==> src/rtl/uart_framed_echo.sv <==
// uart_framed_echo: parses HEADER/LEN/PAYLOAD frames from a byte-stream
// receiver, buffers the (masked) payload in a FIFO and echoes it back
// through a byte-oriented UART transmitter handshake.
module uart_framed_echo #(
    parameter logic [7:0] HEADER_BYTE    = 8'hAA,
    parameter int         FIFO_DEPTH     = 16,
    parameter int         MAX_LEN        = 64,
    parameter int         TIMEOUT_CYCLES = 250_000,
    parameter logic [7:0] XOR_MASK       = 8'h00
) (
    input  logic                          i_clk,
    input  logic                          i_rst,
    input  logic                          i_rx_dv,
    input  logic [7:0]                    i_rx_byte,
    input  logic                          i_tx_active,
    input  logic                          i_tx_done,
    output logic                          o_tx_dv,
    output logic [7:0]                    o_tx_byte,
    output logic                          o_in_frame,
    output logic                          o_frame_done,
    output logic                          o_frame_err,
    output logic [7:0]                    o_overflow_cnt,
    output logic [$clog2(FIFO_DEPTH):0]   o_fifo_level
);

    localparam int AW = $clog2(FIFO_DEPTH);
    localparam int LW = AW + 1;
    localparam int IW = $clog2(TIMEOUT_CYCLES + 1);

    localparam logic [IW-1:0] IDLE_LAST  = IW'(TIMEOUT_CYCLES - 1);
    localparam logic [7:0]    LEN_MAX    = 8'(MAX_LEN);
    localparam logic [LW-1:0] FULL_LEVEL = LW'(FIFO_DEPTH);

    typedef enum logic [1:0] {
        WAIT_HEADER,
        WAIT_LEN,
        PAYLOAD
    } state_t;

    state_t        state, state_nxt;
    logic [7:0]    remaining, remaining_nxt;
    logic [IW-1:0] idle_cnt, idle_nxt;
    logic          done_nxt, err_nxt;

    logic [7:0]    mem [FIFO_DEPTH];
    logic [AW-1:0] wr_ptr, rd_ptr;
    logic [LW-1:0] level;
    logic          tx_busy;
    logic          push_req, push_ok, pop;

    // Frame FSM state register plus its counters and the one-cycle status pulses.
    always_ff @(posedge i_clk) begin
        // NOTE: sequential state uses non-blocking assignments so every register
        // samples pre-edge values, independent of statement order.
        if (i_rst) begin
            state        <= WAIT_HEADER;
            remaining    <= '0;
            idle_cnt     <= '0;
            o_frame_done <= 1'b0;
            o_frame_err  <= 1'b0;
        end else begin
            state        <= state_nxt;
            remaining    <= remaining_nxt;
            idle_cnt     <= idle_nxt;
            o_frame_done <= done_nxt;
            o_frame_err  <= err_nxt;
        end
    end

    // Next-state logic: header hunt, length validation, payload counting, idle timeout.
    always_comb begin
        // NOTE: every output of this block gets a default first, so no path
        // leaves a variable unassigned and no latch is inferred.
        state_nxt     = state;
        remaining_nxt = remaining;
        idle_nxt      = idle_cnt;
        done_nxt      = 1'b0;
        err_nxt       = 1'b0;
        case (state)
            WAIT_HEADER: begin
                idle_nxt = '0;
                if (i_rx_dv && (i_rx_byte == HEADER_BYTE)) begin
                    state_nxt = WAIT_LEN;
                end
            end
            WAIT_LEN: begin
                if (i_rx_dv) begin
                    idle_nxt = '0;
                    if (i_rx_byte == 8'h00) begin
                        state_nxt = WAIT_HEADER;
                    end else if (i_rx_byte > LEN_MAX) begin
                        state_nxt = WAIT_HEADER;
                        err_nxt   = 1'b1;
                    end else begin
                        remaining_nxt = i_rx_byte;
                        state_nxt     = PAYLOAD;
                    end
                end else if (idle_cnt == IDLE_LAST) begin
                    idle_nxt  = '0;
                    state_nxt = WAIT_HEADER;
                    err_nxt   = 1'b1;
                end else begin
                    idle_nxt = idle_cnt + 1'b1;
                end
            end
            PAYLOAD: begin
                if (i_rx_dv) begin
                    idle_nxt      = '0;
                    remaining_nxt = remaining - 8'd1;
                    if (remaining == 8'd1) begin
                        state_nxt = WAIT_HEADER;
                        done_nxt  = 1'b1;
                    end
                end else if (idle_cnt == IDLE_LAST) begin
                    idle_nxt      = '0;
                    remaining_nxt = '0;
                    state_nxt     = WAIT_HEADER;
                    err_nxt       = 1'b1;
                end else begin
                    idle_nxt = idle_cnt + 1'b1;
                end
            end
            default: begin
                state_nxt = WAIT_HEADER;
            end
        endcase
    end

    assign o_in_frame   = (state != WAIT_HEADER);
    assign o_fifo_level = level;

    // A full FIFO still accepts a byte when the head leaves in the same cycle.
    assign push_req = (state == PAYLOAD) && i_rx_dv;
    assign pop      = (level != '0) && !tx_busy && !i_tx_active;
    assign push_ok  = push_req && ((level != FULL_LEVEL) || pop);

    // FIFO storage write port.
    always_ff @(posedge i_clk) begin
        // NOTE: the storage array has no reset; the pointers and level define
        // which entries are valid, so stale contents are never observed.
        if (push_ok) begin
            mem[wr_ptr] <= i_rx_byte ^ XOR_MASK;
        end
    end

    // FIFO pointers/level, transmit handshake and overflow accounting.
    always_ff @(posedge i_clk) begin
        if (i_rst) begin
            wr_ptr         <= '0;
            rd_ptr         <= '0;
            level          <= '0;
            tx_busy        <= 1'b0;
            o_tx_dv        <= 1'b0;
            o_tx_byte      <= 8'h00;
            o_overflow_cnt <= 8'h00;
        end else begin
            o_tx_dv <= pop;
            if (pop) begin
                o_tx_byte <= mem[rd_ptr];
                rd_ptr    <= rd_ptr + 1'b1;
                tx_busy   <= 1'b1;
            end else if (i_tx_done) begin
                tx_busy <= 1'b0;
            end
            if (push_ok) begin
                wr_ptr <= wr_ptr + 1'b1;
            end
            case ({push_ok, pop})
                2'b10:   level <= level + 1'b1;
                2'b01:   level <= level - 1'b1;
                default: level <= level;
            endcase
            if (push_req && !push_ok && (o_overflow_cnt != 8'hFF)) begin
                o_overflow_cnt <= o_overflow_cnt + 8'd1;
            end
        end
    end

endmodule

==> config.mk <==
export PLATFORM = sky130hd
export DESIGN_NAME = uart_framed_echo
export DESIGN_NICKNAME = d
export VERILOG_FILES = /design/src/rtl/uart_framed_echo.sv
export SDC_FILE = /design/constraint.sdc
export NUM_CORES = 1
export LEC_CHECK = 0
export CORE_ASPECT_RATIO = 0.75
export CORE_MARGIN = 8
export CORE_UTILIZATION = 56
export CTS_CLUSTER_DIAMETER = 60
export DETAILED_ROUTE_END_ITERATION = 12
export HOLD_SLACK_MARGIN = 0.15
export PLACE_DENSITY = 0.83
export SYNTH_ARGS = -nofsm -noshare
export SYNTH_HDL_FRONTEND = slang
export SYNTH_SLANG_ARGS = --single-unit
==> constraint.sdc <==
create_clock -name i_clk -period 2.95 [get_ports i_clk]
set_input_delay 0.59 -clock i_clk [delete_from_list [all_inputs] [get_ports i_clk]]
set_output_delay 0.59 -clock i_clk [all_outputs]
set_load 0.05 [all_outputs]
== Word level (Yosys, flattened, before mapping) ==
Memories as Yosys holds them, arrays and structs flattened. A register that Yosys moved wholly into a read port is not among the register bits.
Cells that the tools add are included.

* Register bits after elaboration: 53
* Memory bits (writable): 128
* Input port bits: 13
* Output and inout bits: 25
* Logic and storage cells: 89
* Memories kept: 1

* $add $sub $neg: 7
* Magnitude comparators: 1
* Equal/unequal tests: 15
* Muxes and demuxes: 29
* Bitwise logic cells: 2
* Reductions and logical operators: 23

{| class="wikitable"
|+ Memories
! name !! words !! bits a word !! read ports !! clocked after Yosys merged registers in !! write ports !! line !! text
|-
| mem || 16 || 8 || 1 || 1 || 1 || 45 || <nowiki>logic [7:0] mem [FIFO_DEPTH];</nowiki>
|}

{| class="wikitable"
|+ Operator list
! operator !! number
|-
| 8-bit two-way mux || 5
|-
| 18-bit two-way mux || 2
|-
| 18-bit one-hot mux with 2 select lines || 1
|-
| 18-bit by 1-bit adder with 18-bit output, second input constant || 1
|-
| 18-bit equality test, second input constant || 1
|-
| 8-bit one-hot mux with 2 select lines || 1
|-
| 2-bit two-way mux || 7
|-
| 1-bit two-way mux || 10
|-
| 5-bit one-hot mux with 2 select lines || 1
|-
| 2-bit nonzero test || 5
|-
| 4-bit by 1-bit adder with 4-bit output, second input constant || 2
|-
| 8-bit by 1-bit adder with 8-bit output, second input constant || 1
|-
| 8-bit by 1-bit equality test with 1-bit output, second input constant || 1
|-
| 8-bit equality test, second input constant || 1
|-
| 8-bit by 7-bit > comparator with 1-bit output, second input constant || 1
|-
| 8-bit zero test || 1
|-
| 2-bit != test, second input constant || 4
|-
| 8-bit != test, second input constant || 1
|-
| 8-bit by 1-bit subtractor with 8-bit output, second input constant || 1
|-
| 1-bit logical AND || 7
|-
| 3-bit != test, second input constant || 2
|-
| 2-bit one-hot mux with 3 select lines || 1
|-
| 5-bit by 1-bit adder with 5-bit output, second input constant || 1
|-
| 5-bit != test, second input constant || 1
|-
| other kinds (13) || 18
|}

== Longest topological paths before layout ==
* Depth after elaboration: 8
* Depth in mapped cells: 12
* Gate-level depth less buffers: 11

== Least setup slack after synthesis ==
No wires, ideal clock.

* Path kind: reg-to-reg
* Start point: reg level[4] (netlist: o_fifo_level[4])
* End point: reg level[4] (netlist: o_fifo_level[4])
* Setup time: 0.095 ns
* Arrival time: 2.661 ns
* Data required time: 2.855 ns
* Path slack: 0.194 ns
* Cell stages (with the launch flop): 11
* Path buffers: 1
* Period minus slack after synthesis: 2.756 ns
* Path through: dfxtp_1 buf_1 inv_1 a21oi_1 nand2_1 fa_1 nor2b_1 o21ai_0 and2_1 o31a_1 a221oi_1

* Word-level cells in the longest chain between the ends: 7
* Elaborated cells between the ends (all ways): 12
* Those cells by class: add/sub (2); eq/ne (3); mux (1); reduce/logical (6)

{| class="wikitable"
|+ RTL lines
! element !! line !! text
|-
| from (decl) || 47 || <nowiki>logic [LW-1:0] level;</nowiki>
|-
| from (signal assigned) || 169 || <nowiki>2'b10: level <= level + 1'b1;</nowiki>
|-
| from (signal assigned) || 170 || <nowiki>2'b01: level <= level - 1'b1;</nowiki>
|-
| from (signal assigned) || 171 || <nowiki>default: level <= level;</nowiki>
|-
| 5-bit nonzero test || 134 || <nowiki>assign pop = (level != '0) && !tx_busy && !i_tx_active;</nowiki>
|-
| 1-bit logical AND (2 in a row) || 134 ||
|-
| 1-bit logical OR || 135 || <nowiki>assign push_ok = push_req && ((level != FULL_LEVEL) || pop);</nowiki>
|-
| 1-bit logical AND || 135 ||
|-
| 2-bit by 1-bit equality test with 1-bit output / 2-bit equality test (equally long branches) || 168 || <nowiki>case ({push_ok, pop})</nowiki>
|-
| 5-bit one-hot mux with 2 select lines / 2-bit nonzero test (equally long branches) || -- ||
|}

Several ways; a longest one is shown, not always the timed one.
A chain may end at the register's enable or synchronous reset.

== Worst setup path after layout ==
* Start point: in i_tx_active
* End point: reg level[4] (netlist: o_fifo_level[4])

* Word-level cells in the longest chain between the ends: 6
* Elaborated cells between the ends (all ways): 8
* Those cells by class: eq/ne (2); mux (1); reduce/logical (5)

{| class="wikitable"
|+ RTL lines
! element !! line !! text
|-
| from (decl) || 15 || <nowiki>input logic i_tx_active,</nowiki>
|-
| 1-bit zero test (*) || 134 ||
|-
| 1-bit logical AND (*) || 134 ||
|-
| 1-bit logical OR || 135 ||
|-
| 1-bit logical AND || 135 ||
|-
| 2-bit by 1-bit equality test with 1-bit output / 2-bit equality test (equally long branches) || 168 ||
|-
| 5-bit one-hot mux with 2 select lines / 2-bit nonzero test (equally long branches) || -- ||
|}

Every way passes the cells marked *; elsewhere a longest branch is shown, timed or not.

==> flow_metrics.tcl <==
set metrics [dict create \
    cts-root-buf "clkbuf_16" \
    outcome "completed" \
    finalCritPeriodShare 0.931 \
    start_util 0.566 \
    cp.required_ns 3.27 \
    holdBufCountCts 0 \
    critPathTopFamily "compound AO/OA/AOI/OAI gates" \
    gr-total-overflow 0 \
    skew_ns 0.00781 \
    hold_viol_final 0 \
    netlist_instances 593 \
    power.total_w 0.00683 \
    leakage_nw 3.10 \
    post-place-cells 816 \
    dr_total_vias 5346 \
    cp_data_arrival_time_ns 3.06 \
    final_cell_count_no_fill 848 \
    final-setup-viol-count 0 \
    grt_pass1_wl_um 29300 \
    fin_nets 685 \
    drtIter0Drc 636 \
    cts_sinks 189 \
    postRouteAntennaNets 0 \
    hold_slack_ns 0.501 \
    rrSetupSlack_ns 0.27 \
    slew_viol_final 0 \
    hold_path_class "reg -> reg" \
    power.density_nw_per_um2 723 \
    final_cell_mix "128 x edfxtp_1, 65 x nor2_1, 60 x dfxtp_1, 36 x a21oi_1, 36 x clkdlybuf4s50_1" \
    synth_edf_count 128 \
    fillCellCount 921 \
    firstDrtPassIters 5 \
    seq_power_share 0.436 \
    numCtsBuffers 17 \
    max_stage_delay_ns 0.42 \
    rsz0062_at_grt "false" \
    ir_drop_v 0.000401 \
    clkTransAtPathRegs_ns 0.06 \
    drive_gt1_frac 0.169 \
    worstRegToRegCells 10 \
    core_um2 14300 \
    grt_pass1_vias 5241 \
    syn2layout_area_growth_pct 16.9 \
    max_clock_freq_mhz 364 \
    switching_share 0.277 \
    async_flop_share 0 \
    yosysWarnings 0 \
    clock_latency_ns 0.43 \
    clockPowerShare 0.355 \
    synth-main-ff-cell "edfxtp_1" \
    finalWeightedCongestion 0.835 \
    cts_tree "built" \
    period_minus_slack_ns 2.75 \
    wl_per_cell_um 21.9 \
    cts_setup_buffers 0 \
    grt_usage 0.208 \
    yosysUniqueCellTypes 64 \
    port_buffers 37 \
    viasPerCell 6.30 \
    grt_antenna_before_repair 0 \
    cts_resized 0 \
    die_w_um 155 \
    p_switching_w 0.00189 \
    drc 0 \
    cp_slowest_cell "clkdlybuf4s50_1" \
    worstSetupStartpointType "input port" \
    synth_seq_cells 189 \
    syn_area_um2 8080 \
    avgSynthCellArea_um2 13.6 \
    tightest_slew_ns 0.782 \
    maxCapViolCount 0 \
    cp_cell_sequence "clkdlybuf4s50_1 > or2_2 > a21oi_1 > nand2_1 > fa_1 > nor2b_1 > o21ai_0 > and2_1 > o31a_1 > a221oi_1" \
    worstReg2RegStart "o_fifo_level[1]$_SDFFE_PP0P_" \
    dieArea_um2 18600 \
    htreeDepth 4 \
    grt_start_max_net_pins 36 \
    dp.final_hpwl_um 12100 \
    synth_seq_area_share 0.627 \
    intPower_w 0.00493 \
    cp_num_cells 10 \
    synth_fp_nets 623 \
    diodes 0 \
    die_y_um 120 \
    rr_endpoint "o_fifo_level[4]$_SDFFE_PP0P_" \
    endpoint "o_fifo_level[4]$_SDFFE_PP0P_" \
    endpoint_kind "flip-flop" \
    slew-limit-headroom 0.478 \
    crit_start "i_tx_active" \
    p_comb_frac 0.209 \
    tns_ns 0 \
    layout_commonest_cell "edfxtp_1" \
    crit_type "in -> reg" \
    path_max_fanout 4 \
    rows 38 \
    wl_um 18600 \
    clk_path_buf_depth 2 \
    cp_num_buf_inv 1 \
    final_util 0.662 \
    io_pins 38 \
]
==> power groups by stage <==
stage	sequential [W]	clock (W)	combinational, W
2_1_floorplan	0.00322	0	0.000809
3_3_place_gp	0.00302	0	0.00138
3_5_place_dp	0.00303	0	0.00142
4_1_cts	0.00297	0.00244	0.00143
5_1_grt	0.00298	0.00254	0.00153
6_report	0.00297	0.00242	0.00143
==> synthesized netlist by cell type (all sizes together) (3+ instances only) <==
cell    number  area (um^2)
edfxtp     128         3840
nor2        65          244
dfxtp       61         1220
a21oi       36          180
mux4        32          721
nand2       26         97.6
clkbuf      20         76.3
a22oi       19          143
inv         17         63.8
xnor2       17          149
ha          16          200
nand3       12         60.1
nor3        12         71.3
xor2        12          105
nand4       11         68.8
buf         10         55.1
nor4        10         68.8
o21ai        8         47.5
and3         5         32.5
mux2i        5         50.1
nand2b       5         31.3
nor2b        5         31.3
or3          5         31.3
a211oi       4         42.5
and2         4         25.0
nor3b        4         30.0
o31ai        4         30.0
a32oi        3         33.8
nor4b        3         26.3
o311ai       3         26.3
or4          3         22.5
==> tightest hold or removal path: cells and delay by family, from the launching register on <==
kind,cells,cell delay (ns)
AO/OA/AOI/OAI,1,0.06
flip-flops,1,0.33
AND/OR/NAND/NOR,1,0.07
==> metal layers <==
metal,up-vias,part of all wire,wire [um],track usage
met1,2653,0.39,7270,0.265
met5,-,0,0,0
met3,29,0.11,1960,0.0700
met2,271,0.49,9090,0.337
li1,2393,-,-,-
met4,0,0.015,283,0.0568
==> final cells by class <==
type / instances / area, um^2 / share of cell area
clock buffers: 20 / 437 / 0.0462
clock inverters: 12 / 184 / 0.0195
inverters: 18 / 67.6 / 0.00716
multi-input cells: 356 / 2820 / 0.298
flip-flops and latches: 189 / 5070 / 0.537
well taps: 180 / 225 / 0.0239
repair buffers: 73 / 648 / 0.0686
==> kinds of logic after synthesis <==
kind of cell	synth area share
AOI/OAI and AO/OA	0.0813
xor gates and xnor gates	0.0314
adders and majority gates	0.0273
buffers and inverters	0.0246
DFF	0.627
muxes	0.0954
and+or+nand+nor	0.113
==> worst min-delay path by stage <==
stage / start / end / depth (start not counted)
detailed placement: o_tx_byte[6]$_SDFFE_PP0P_ / o_tx_byte[6]$_SDFFE_PP0P_ / 2
global placement: o_tx_byte[5]$_SDFFE_PP0P_ / o_tx_byte[5]$_SDFFE_PP0P_ / 2
floorplan: tx_busy$_SDFFE_PP0P_ / tx_busy$_SDFFE_PP0P_ / 2
finish: o_tx_byte[6]$_SDFFE_PP0P_ / o_tx_byte[6]$_SDFFE_PP0P_ / 2
global route: o_tx_byte[2]$_SDFFE_PP0P_ / o_tx_byte[2]$_SDFFE_PP0P_ / 2
CTS: o_tx_byte[6]$_SDFFE_PP0P_ / o_tx_byte[6]$_SDFFE_PP0P_ / 2
==> flip-flops by register name, summed over array words and instances, names as in the netlist, 2 cells and up <==
| name | count |
|---|---|
| idle_cnt | 18 |
| o_tx_byte | 8 |
| rd_ptr | 4 |
| mem | 128 |
| wr_ptr | 4 |
| state | 2 |
| o_fifo_level | 5 |
| o_overflow_cnt | 8 |
| remaining | 8 |
==> through the flow <==
step           area [um^2]  setup WS [ns]
6_report              9440          0.205
5_1_grt               9440          0.110
4_1_cts               9440          0.292
3_5_place_dp          8820        -0.0899
3_3_place_gp          8820        -0.0351
2_1_floorplan         8080          0.194
(Power assumes the default switching activity.)
